**src/rtl/weight_fetch_if.sv**
```systemverilog
// Bus bundle between weight_fetch and its neighbours: ctrl request/finish level pair,
// weight SRAM read port, and the weight stream to the compute array.
interface weight_fetch_if #(
  parameter int DATA_W = 16,
  parameter int ADDR_W = 10
);
  logic              start_read_w;
  logic              read_weights_finish;
  logic              mem_en;
  logic [ADDR_W-1:0] mem_addr;
  logic [DATA_W-1:0] mem_rdata;
  // Stream: a word transfers on a rising edge where w_valid & w_ready; once w_valid is
  // raised, w_data/w_last hold until that transfer or an abort/reset of the load.
  logic              w_valid;
  logic              w_ready;
  logic [DATA_W-1:0] w_data;
  logic              w_last;

  modport slave (
    input  start_read_w, mem_rdata, w_ready,
    output read_weights_finish, mem_en, mem_addr, w_valid, w_data, w_last
  );

  modport master (
    output start_read_w, mem_rdata, w_ready,
    input  read_weights_finish, mem_en, mem_addr, w_valid, w_data, w_last
  );
endinterface

```
**src/rtl/weight_fetch.sv**
```systemverilog
// Streams NUM_WORDS weights from a 1-cycle-latency SRAM into a 2-entry FIFO feeding the
// compute array. Optional feature macro: WEIGHT_FETCH_CHECKSUM_EN adds port w_checksum.
module weight_fetch #(
  parameter int DATA_W    = 16,
  parameter int ADDR_W    = 10,
  parameter int NUM_WORDS = 288,
  parameter int BASE_ADDR = 0
) (
  input  logic           clk,
  input  logic           rst,
  weight_fetch_if.slave  bus,
  output logic [1:0]     dbg_state
`ifdef WEIGHT_FETCH_CHECKSUM_EN
  ,
  output logic [31:0]    w_checksum
`endif
);

  typedef enum logic [1:0] {
    S_IDLE  = 2'd0,
    S_FETCH = 2'd1,
    S_DONE  = 2'd2
  } state_t;

  localparam logic [ADDR_W:0]   N_W      = (ADDR_W+1)'(NUM_WORDS);
  localparam logic [ADDR_W:0]   LAST_IDX = (ADDR_W+1)'(NUM_WORDS - 1);
  localparam logic [ADDR_W-1:0] BASE     = ADDR_W'(BASE_ADDR);

  state_t            state;
  logic [ADDR_W:0]   issued;
  logic [ADDR_W:0]   accepted;
  logic [1:0]        count;
  logic [1:0]        count_nx;
  logic              wr_ptr;
  logic              rd_ptr;
  logic              rd_pend;
  logic [DATA_W-1:0] fifo_mem [2];
  logic              push;
  logic              pop;
  logic              issue;

  assign dbg_state   = state;
  assign bus.w_valid = (state == S_FETCH) && (count != 2'd0);
  assign bus.w_data  = fifo_mem[rd_ptr];
  assign bus.w_last  = bus.w_valid && (accepted == LAST_IDX);

  // rd_pend marks the cycle mem_rdata carries the word requested one cycle earlier.
  assign push = rd_pend;
  assign pop  = bus.w_valid && bus.w_ready;

  always_comb begin
    count_nx = count + {1'b0, push} - {1'b0, pop};
  end

  // Outstanding reservation (FIFO after this edge plus the read now on the SRAM port)
  // must leave room for one more word, so the FIFO can never overflow.
  assign issue = (issued < N_W) &&
                 (({1'b0, count_nx} + {2'b00, bus.mem_en}) < 3'd2);

  always_ff @(posedge clk) begin
    if (push) fifo_mem[wr_ptr] <= bus.mem_rdata;
  end

  always_ff @(posedge clk or negedge rst) begin
    if (!rst) begin
      state                   <= S_IDLE;
      bus.read_weights_finish <= 1'b0;
      bus.mem_en              <= 1'b0;
      bus.mem_addr            <= BASE;
      issued                  <= '0;
      accepted                <= '0;
      count                   <= '0;
      wr_ptr                  <= 1'b0;
      rd_ptr                  <= 1'b0;
      rd_pend                 <= 1'b0;
`ifdef WEIGHT_FETCH_CHECKSUM_EN
      w_checksum              <= '0;
`endif
    end else begin
      case (state)
        S_IDLE: begin
          rd_pend  <= 1'b0;
          count    <= '0;
          wr_ptr   <= 1'b0;
          rd_ptr   <= 1'b0;
          accepted <= '0;
          if (bus.start_read_w) begin
            state        <= S_FETCH;
            bus.mem_en   <= 1'b1;
            bus.mem_addr <= BASE;
            issued       <= (ADDR_W+1)'(1);
`ifdef WEIGHT_FETCH_CHECKSUM_EN
            w_checksum   <= '0;
`endif
          end else begin
            bus.mem_en <= 1'b0;
            issued     <= '0;
          end
        end

        S_FETCH: begin
          if (!bus.start_read_w) begin
            // Abort: flush the FIFO and forget any read still returning.
            state      <= S_IDLE;
            bus.mem_en <= 1'b0;
            rd_pend    <= 1'b0;
            count      <= '0;
            wr_ptr     <= 1'b0;
            rd_ptr     <= 1'b0;
          end else begin
            rd_pend <= bus.mem_en;
            count   <= count_nx;
            if (push) wr_ptr <= ~wr_ptr;
            if (pop) begin
              rd_ptr   <= ~rd_ptr;
              accepted <= accepted + 1'b1;
`ifdef WEIGHT_FETCH_CHECKSUM_EN
              w_checksum <= w_checksum + 32'(bus.w_data);
`endif
              if (accepted == LAST_IDX) begin
                state                   <= S_DONE;
                bus.read_weights_finish <= 1'b1;
              end
            end
            bus.mem_en <= issue;
            if (issue) begin
              bus.mem_addr <= BASE + issued[ADDR_W-1:0];
              issued       <= issued + 1'b1;
            end
          end
        end

        S_DONE: begin
          bus.mem_en <= 1'b0;
          if (!bus.start_read_w) begin
            state                   <= S_IDLE;
            bus.read_weights_finish <= 1'b0;
          end
        end

        default: begin
          state                   <= S_IDLE;
          bus.mem_en              <= 1'b0;
          bus.read_weights_finish <= 1'b0;
        end
      endcase
    end
  end

endmodule
```
**src/flat_wrapper.sv**
```systemverilog
// flat-port wrapper written by rule: the top's interface ports become plain ports
module weight_fetch_flat 
#(
  parameter int DATA_W    = 16,
  parameter int ADDR_W    = 10,
  parameter int NUM_WORDS = 288,
  parameter int BASE_ADDR = 0
)
  (clk, rst, dbg_state, bus_start_read_w, bus_mem_rdata, bus_w_ready, bus_read_weights_finish, bus_mem_en, bus_mem_addr, bus_w_valid, bus_w_data, bus_w_last);
  weight_fetch_if #(.DATA_W(DATA_W), .ADDR_W(ADDR_W)) bus_i ();
  input  logic clk;
  input  logic rst;
  output logic [1:0] dbg_state;
  input wire logic [$bits(bus_i.start_read_w)-1:0] bus_start_read_w;
  input wire logic [$bits(bus_i.mem_rdata)-1:0] bus_mem_rdata;
  input wire logic [$bits(bus_i.w_ready)-1:0] bus_w_ready;
  output wire logic [$bits(bus_i.read_weights_finish)-1:0] bus_read_weights_finish;
  output wire logic [$bits(bus_i.mem_en)-1:0] bus_mem_en;
  output wire logic [$bits(bus_i.mem_addr)-1:0] bus_mem_addr;
  output wire logic [$bits(bus_i.w_valid)-1:0] bus_w_valid;
  output wire logic [$bits(bus_i.w_data)-1:0] bus_w_data;
  output wire logic [$bits(bus_i.w_last)-1:0] bus_w_last;
  assign bus_i.start_read_w = bus_start_read_w;
  assign bus_i.mem_rdata = bus_mem_rdata;
  assign bus_i.w_ready = bus_w_ready;
  assign bus_read_weights_finish = bus_i.read_weights_finish;
  assign bus_mem_en = bus_i.mem_en;
  assign bus_mem_addr = bus_i.mem_addr;
  assign bus_w_valid = bus_i.w_valid;
  assign bus_w_data = bus_i.w_data;
  assign bus_w_last = bus_i.w_last;
  weight_fetch #(.DATA_W(DATA_W), .ADDR_W(ADDR_W), .NUM_WORDS(NUM_WORDS), .BASE_ADDR(BASE_ADDR)) u_core (.clk(clk), .rst(rst), .bus(bus_i), .dbg_state(dbg_state));
endmodule
```
**config.mk**
```make
export PLATFORM = sky130hd
export DESIGN_NAME = weight_fetch_flat
export DESIGN_NICKNAME = d
export VERILOG_FILES = /design/src/rtl/weight_fetch_if.sv /design/src/rtl/weight_fetch.sv /design/src/flat_wrapper.sv
export SDC_FILE = /design/constraint.sdc
export NUM_CORES = 1
export LEC_CHECK = 0
export CORE_ASPECT_RATIO = 0.9
export CORE_UTILIZATION = 48
export CTS_CLUSTER_SIZE = 30
export DETAILED_ROUTE_END_ITERATION = 8
export PLACE_DENSITY = 0.85
export SLEW_MARGIN = 5
export SYNTH_ARGS = -nofsm -noshare
export SYNTH_HDL_FRONTEND = slang
export SYNTH_SLANG_ARGS = --single-unit
```
**constraint.sdc**
```tcl
create_clock -name clk -period 2.6 [get_ports clk]
set_input_delay 0.26 -clock clk [delete_from_list [all_inputs] [get_ports clk]]
set_output_delay 0.26 -clock clk [all_outputs]
set_load 0.01 [all_outputs]
```
==> results of run 1 <==
critical path, stage by stage, from the launching register on:
cell and delay [ns]:
dfrtp_1 0.39, or2_4 0.26, nand3_4 0.07, inv_4 0.04
ha_4 0.25, inv_2 0.04, ha_4 0.22, a211o_1 0.32
or4_4 0.48, or4_1 0.42, nand2_1 0.07
sequential cells by signal, indices dropped and copies added, names as in the netlist:
name,flops
u_core.dbg_state,2
u_core.bus.mem_addr,10
u_core.fifo_mem,32
u_core.push,1
u_core.count,2
u_core.accepted,11
u_core.issued,11
u_core.rd_ptr,1
u_core.wr_ptr,1
u_core.bus.read_weights_finish,1
u_core.bus.mem_en,1
layout make-up:
type | instances | area (um^2)
clock buffers | 9 | 123.9
clock inverters | 7 | 75.07
fillers | 510 | 2346
inverters | 8 | 32.53
multi-input cells | 192 | 1346
flip-flops and latches | 73 | 1987
well taps | 90 | 112.6
repair buffers | 68 | 633.1
routing by layer:
| metal | routed length, um | global-route usage | share of wire | up-vias |
|---|---|---|---|---|
| li1 | - | - | - | 1199 |
| met1 | 3196 | 0.2864 | 0.44 | 1255 |
| met2 | 3413 | 0.3282 | 0.47 | 134 |
| met3 | 578 | 0.04963 | 0.079 | 23 |
| met4 | 140 | 0.08710 | 0.019 | 0 |
| met5 | 0 | 0 | 0 | - |
final timing paths:
check,start,end,slack [ns]
worst max register to register,u_core.count[0]$_DFFE_PN0P_,u_core.issued[5]$_DFFE_PN0P_,-0.007
worst min register to register,u_core.bus.mem_addr[9]$_DFFE_PN0P_,u_core.bus.mem_addr[9]$_DFFE_PN0P_,0.52
worst max-delay path,u_core.count[0]$_DFFE_PN0P_,u_core.issued[5]$_DFFE_PN0P_,-0.007
worst min-delay path,rst,u_core.accepted[8]$_DFFE_PN0P_,0.04
min in group clk,bus_mem_rdata[10],u_core.fifo_mem[0][10]$_DFFE_PP_,0.49
max in group asynchronous,rst,u_core.bus.read_weights_finish$_DFFE_PN0P_,1.97
cell families (layout without fill, tap and decap cells):
| logic type | count (synthesis) | count (layout) | synth area share |
|---|---|---|---|
| xor+xnor | 4 | 4 | 0.01532 |
| mux | 20 | 20 | 0.06574 |
| fa+ha+maj | 4 | 4 | 0.01494 |
| compound gates | 51 | 51 | 0.1094 |
| flops | 73 | 73 | 0.5932 |
| simple gates | 113 | 113 | 0.1737 |
| buf+inv | 24 | 92 | 0.02764 |
Yosys cell counts (all sizes together), types with 3 or more instances:
library cell / instances
dfrtp: 41
nand3: 23
inv: 8
nand2: 33
a41o: 3
and3: 4
o21ai: 10
mux2i: 4
and2: 5
buf: 4
nor2: 15
clkbuf: 12
nand4: 3
nor2b: 7
o211ai: 4
o31ai: 3
or4: 6
nor3: 4
ha: 4
mux2: 16
a21oi: 5
a22oi: 9
a31oi: 4
edfxtp: 32
power by group through the flow:
stage	clock, mW	sequential (mW)	combinational (mW)
floorplan	0	1.28	0.0935
global placement	0	1.28	0.198
detailed placement	0	1.29	0.205
CTS	0.928	1.26	0.209
global route	0.978	1.27	0.231
finish	0.910	1.26	0.210
cells in the final DEF, fill, tap and decap left out, types with 3 or more instances in the layout:
master,n
a21oi_1,5
a22oi_1,9
a31oi_1,4
a41o_1,3
and2_1,5
and3_1,4
buf_4,17
clkbuf_8,9
clkdlybuf4s50_1,50
dfrtp_1,41
edfxtp_1,32
inv_1,6
inv_6,3
mux2_2,16
mux2i_1,4
nand2_1,33
nand3_1,22
nand4_1,3
nor2_1,15
nor2b_1,6
nor3_1,3
o211ai_1,4
o21ai_0,10
or4_1,5
repair_timing:
action / CTS / global route
setup buffers: 2 / 0
pin swaps: 2 / 4
setup endpoints to repair: 6 / 12
gates resized for setup: 3 / 4
==> out/metrics.yaml, run 1 <==
timing:
  slew_headroom: 0.3756
  finalWorstSetupSlack_ns: -0.006553
  fmax_ghz: 0.3836
  setup-violations-final: 1
  maxSlewViolCount: 0
  tns_ns: -0.006553
  final.min_clock_period_ns: 2.607
  rsz0062_at_grt: "yes"
  hold_viol: 0
  clock-skew-final_ns: 0.009875
  tightest_slew_ns: 0.9366
  worst_hold_slack_ns: 0.04484
  post-route-period-util: 1.003
cells_and_area:
  num_antenna_cells: 0
  drive_gt1_frac: 0.1961
  stdcell_count: 447
  final_util: 0.6476
  final_area_mm2: 0.004310
  area_growth_pct: 28.69
  fin_nets: 376
place:
  placed_cell_area_mm2: 0.004065
  dp.cells: 429
  gp_congestion: 0.8075
  pre_cts_ws_ns: -0.3620
  port_buffers: 51
  place_hpwl_um: 4799
routing:
  route.detailed.drc: 0
  viasPerCell: 5.841
  vias: 2611
  avgRoutedWirePerCell_um: 16.39
  wl_um: 7328
  ant_nets: 0
  drtIter0Drc: 217
  dr.pass1.iters: 5
pwr:
  p_leak_nw: 1.785
  comb_power_share: 0.088
  p_switching_mw: 0.5952
  seqPwrFrac: 0.530
  irDropWorstVdd_mv: 0.4071
  totalPowerFinal_mw: 2.384
  p_sw_frac: 0.2497
  p_int_mw: 1.788
  clock_power_share: 0.382
  p_per_area_mw_per_mm2: 553.0
synthesis:
  synthTopCellsByArea: "dfrtp_1 (31%), edfxtp_1 (29%), mux2_2 (5.4%)"
  synth_ff_type: "dfrtp_1"
  syn_area_per_cell_um2: 11.59
  ys_types: 49
  ys_seq_area_frac: 0.5932
  syn_inst: 289
  synth_area_mm2: 0.003349
  synth_edf_count: 32
  synth_top_area_frac: 0.3063
  ys_ff_latch: 73
  ys_async_sr_fraction: 0.5616
  synth_warnings: 0
  synth_nets: 313
  synth_top_area_cell: "dfrtp_1"
floorplan:
  initial_utilization: 0.5032
  ios: 52
  core.rowCount: 28
  die_area_mm2: 0.007317
  die_w_um: 90.06
  die_h_um: 81.25
  fp.coreArea_mm2: 0.006656
worst_setup_path:
  crit_path_start_kind: "flip-flop"
  crit_type: "reg -> reg"
  crit_required_ns: 2.89
  cp-end-kind: "flip-flop"
  cp.arrival_ns: 2.90
  cp_max_fo: 5
  reg2reg_depth: 10
clock_network:
  cts_tree: "yes"
  clockBufferDepth: 2
  cts_buffers: 9
  path_clk_slew_ns: 0.08
  clk_latency_ns: 0.35
  postCtsHoldBufs: 0
  clock_sinks: 73
  cts_max_level: 3
  ctsRootBufferMaster: "clkbuf_8"
global_routing:
  antenna_found_initial: 0
  grt_max_degree: 42
  grt_use_total: 0.2105
  first_global_vias: 2384
  grt_overflow: 0
  grt_pass1_wl_um: 11790
outcome:
  outcome: "complete, but fails checks"
  violations: "negative setup slack"
worst_hold_path:
  hold_class: "in -> async"
flow_run:
  max-cap-violations: 0
Power figures use the tool's default switching activity.
==> inputs of run 2 (changes only) <==
Settings changed: CTS_CLUSTER_DIAMETER from default to 40, SLEW_MARGIN 5 to 0.
==> results of run 2 <==
Final layout, timing and power as in run 1 (identical DEF).
==> inputs of run 3 (changes only) <==
Settings changed: CORE_ASPECT_RATIO 0.9 to 0.7, CORE_UTILIZATION 48 to 50, CTS_BUF_LIST from default to sky130_fd_sc_hd__clkbuf_2 sky130_fd_sc_hd__clkbuf_4 sky130_fd_sc_hd__clkbuf_8, PLACE_DENSITY 0.85 to 0.88.
==> run 3 against run 2 <==
Net effect: the run still ends with negative setup slack left; critical endpoint unchanged; sequential power barely moved; clock power rose by 9.9%; global-route usage grew 2.9 points; clock skew is 0.0036 ns higher; hold slack worse by 0.0032 ns.
==> out/metrics.yaml, run 3 (synthesis results as in run 1) <==
worst_setup_path:
  crit_required_ns: 2.90  # about the same
  cp_common_cell: "ha_4"
  critPathCapture: "u_core.issued[5]$_DFFE_PN0P_"
  crit_type: "reg -> reg"
  crit_path_start: "u_core.count[1]$_DFFE_PN0P_"
  reg2reg_depth: 10  # unchanged
  slowest_stage: "or4_4"
  reg2reg_slack_ns: -0.03  # -0.03 ns
  cp_max_fo: 6  # +1
  rr_startpoint: "u_core.count[1]$_DFFE_PN0P_"
  cp-end-kind: "flip-flop"
  path_cells: "or2_4 > nand3_4 > inv_4 > ha_4 > inv_2 > ha_4 > a211o_4 > or4_4 > or4_1 > nand2_1"
  cp.arrival_ns: 2.93  # +0.03 ns
  r2r_end: "u_core.issued[5]$_DFFE_PN0P_"
  crit_path_start_kind: "flip-flop"
  max_stage_delay_ns: 0.47  # about the same
timing:
  tightest_slew_ns: 0.9380  # +0.001472 ns
  fmax_ghz: 0.3800  # -0.96%
  clock-skew-final_ns: 0.01348  # +0.003609 ns
  finalWorstSetupSlack_ns: -0.03182  # -0.02526 ns
  setup-violations-final: 1  # unchanged
  tns_ns: -0.03182  # -0.02526 ns
  hold_viol: 0  # unchanged
  final.min_clock_period_ns: 2.632  # +0.02526 ns
  post-route-period-util: 1.012  # +0.009717
  maxSlewViolCount: 0  # unchanged
  rsz0062_at_grt: "yes"
  slew_headroom: 0.3746  # -0.0009810
global_routing:
  grt_overflow: 0  # unchanged
  grt_use_total: 0.2395  # +0.02900
  grt_pass1_wl_um: 12650  # +7.4%
  first_global_vias: 2606  # +9.3%
  grt_max_degree: 42  # unchanged
  antenna_found_initial: 0  # unchanged
cells_and_area:
  final_cell_mix: "clkdlybuf4s50_1 (50), dfrtp_1 (41), nand2_1 (33)"
  reg.largest.list: "u_core.fifo_mem (32), u_core.accepted (11), u_core.issued (11)"
  layout_commonest_cell: "clkdlybuf4s50_1"
  top_register: "u_core.fifo_mem"
  num-fill-cells: 445  # -13%
  final_util: 0.6919  # +0.04439
  fin_nets: 381  # +1.3%
  num_antenna_cells: 0  # unchanged
  area_growth_pct: 30.89
  drive_gt1_frac: 0.2099  # +0.01387
  largest_reg_flops: 32  # unchanged
routing:
  wl_um: 7907  # +7.9%
  route.detailed.drc: 0  # unchanged
  dr.pass1.iters: 5  # unchanged
  met2_length_um: 4104  # +20%
  avgRoutedWirePerCell_um: 17.45  # +6.5%
  met3_length_um: 420  # -27%
  wl_met1_um: 3270  # +2.3%
  vias: 2625  # +0.54%
  viasPerCell: 5.795  # -0.80%
  ant_nets: 0  # unchanged
  drtIter0Drc: 192  # -12%
  dr.max_layer_used: "met4"
clock_network:
  path_clk_slew_ns: 0.09  # about the same
  ctsRootBufferMaster: "clkbuf_8"
  cts_max_level: 3  # unchanged
  clockBufferDepth: 2  # unchanged
  clk_latency_ns: 0.36  # about the same
  cts_tree: "yes"
  clock_sinks: 73  # unchanged
  cts_buffers: 9  # unchanged
floorplan:
  ios: 52  # unchanged
  core.rowCount: 24  # -14%
  initial_utilization: 0.5286  # +0.02544
  die_area_mm2: 0.007036  # -3.8%
  fp.coreArea_mm2: 0.006336  # -4.8%
  die_w_um: 99.83  # +11%
  die_h_um: 70.48  # -13%
outcome:
  outcome: "complete, but fails checks"
  violations: "negative setup slack"
pwr:
  p_leak_nw: 1.826  # +2.3%
  irDropWorstVdd_mv: 0.3182  # -22%
  p_per_area_mw_per_mm2: 565.3  # +2.2%
place:
  place_hpwl_um: 5082  # +5.9%
  gp_congestion: 0.8504  # +5.3%
  port_buffers: 51  # unchanged
flow_run:
  max-cap-violations: 0  # unchanged
worst_hold_path:
  hold_class: "in -> async"
==> run 3: stage by stage <==
stage / hold slack (ns) / setup slack [ns] / instances / cell area, um^2 / total power [mW]
6_report: 0.04161 / -0.03182 / 453 / 4384 / 2.478
2_1_floorplan: -0.03559 / -0.1630 / 289 / 3408 / 1.375
3_3_place_gp: 0.4442 / -0.2919 / 430 / 4066 / 1.480
4_1_cts: 0.06998 / -0.1392 / 448 / 4320 / 2.483
3_5_place_dp: 0.4516 / -0.3489 / 430 / 4066 / 1.490
5_1_grt: 0.1094 / -0.07482 / 453 / 4384 / 2.556
==> run 3: worst min path at each step <==
stage          cells after the start                               to  startpoint  slack, ns
6_report                           1  u_core.dbg_state[1]$_DFFE_PN0P_         rst       0.04
5_1_grt                            1  u_core.dbg_state[0]$_DFFE_PN0P_         rst       0.11
4_1_cts                            1      u_core.count[0]$_DFFE_PN0P_         rst       0.07
3_5_place_dp                       1  u_core.dbg_state[0]$_DFFE_PN0P_         rst       0.45
3_3_place_gp                       1  u_core.dbg_state[0]$_DFFE_PN0P_         rst       0.44
2_1_floorplan                      0   u_core.accepted[0]$_DFFE_PN0P_         rst      -0.04
==> run 3: power by group <==
part	switching, mW	internal [mW]
Sequential	0.0278	1.23
Combinational	0.108	0.108
Clock	0.453	0.550
Total	0.589	1.89
==> run 3: repair_timing <==
| item | 4_1_cts | 5_1_grt |
|---|---|---|
| cloned | 0 | 0 |
| setup buffers | 2 | 5 |
| pin swaps | 6 | 7 |
| resized for setup | 4 | 6 |
| hold buffers | 0 | 0 |
| endpoints found under the setup margin | 9 | 21 |
==> run 3: routing by layer <==
layer | global-route usage | vias to the layer above
met5 | 0 | -
met4 | 0.09150 | 0
met3 | 0.06106 | 12
met2 | 0.3893 | 89
met1 | 0.3095 | 1315
li1 | - | 1209
==> run 3: final cells by class <==
type	instances	area, um^2	share of cell area
multi-input cells	192	1353	0.3085
well taps	91	113.9	0.02597
inverters	8	32.53	0.007420
clock buffers	9	123.9	0.02825
clock inverters	7	100.1	0.02283
flip-flops and latches	73	1987	0.4532
repair buffers	73	674.4	0.1538
==> run 3: critical path: cells and delay by family (launching register included) <==
kind                     cells  cell delay, ns
AO/OA/AOI/OAI                1            0.34
buffers and inverters        2            0.07
adder cells (fa/ha/maj)      2            0.46
AND/OR/NAND/NOR              5            1.30
flip-flops                   1            0.40
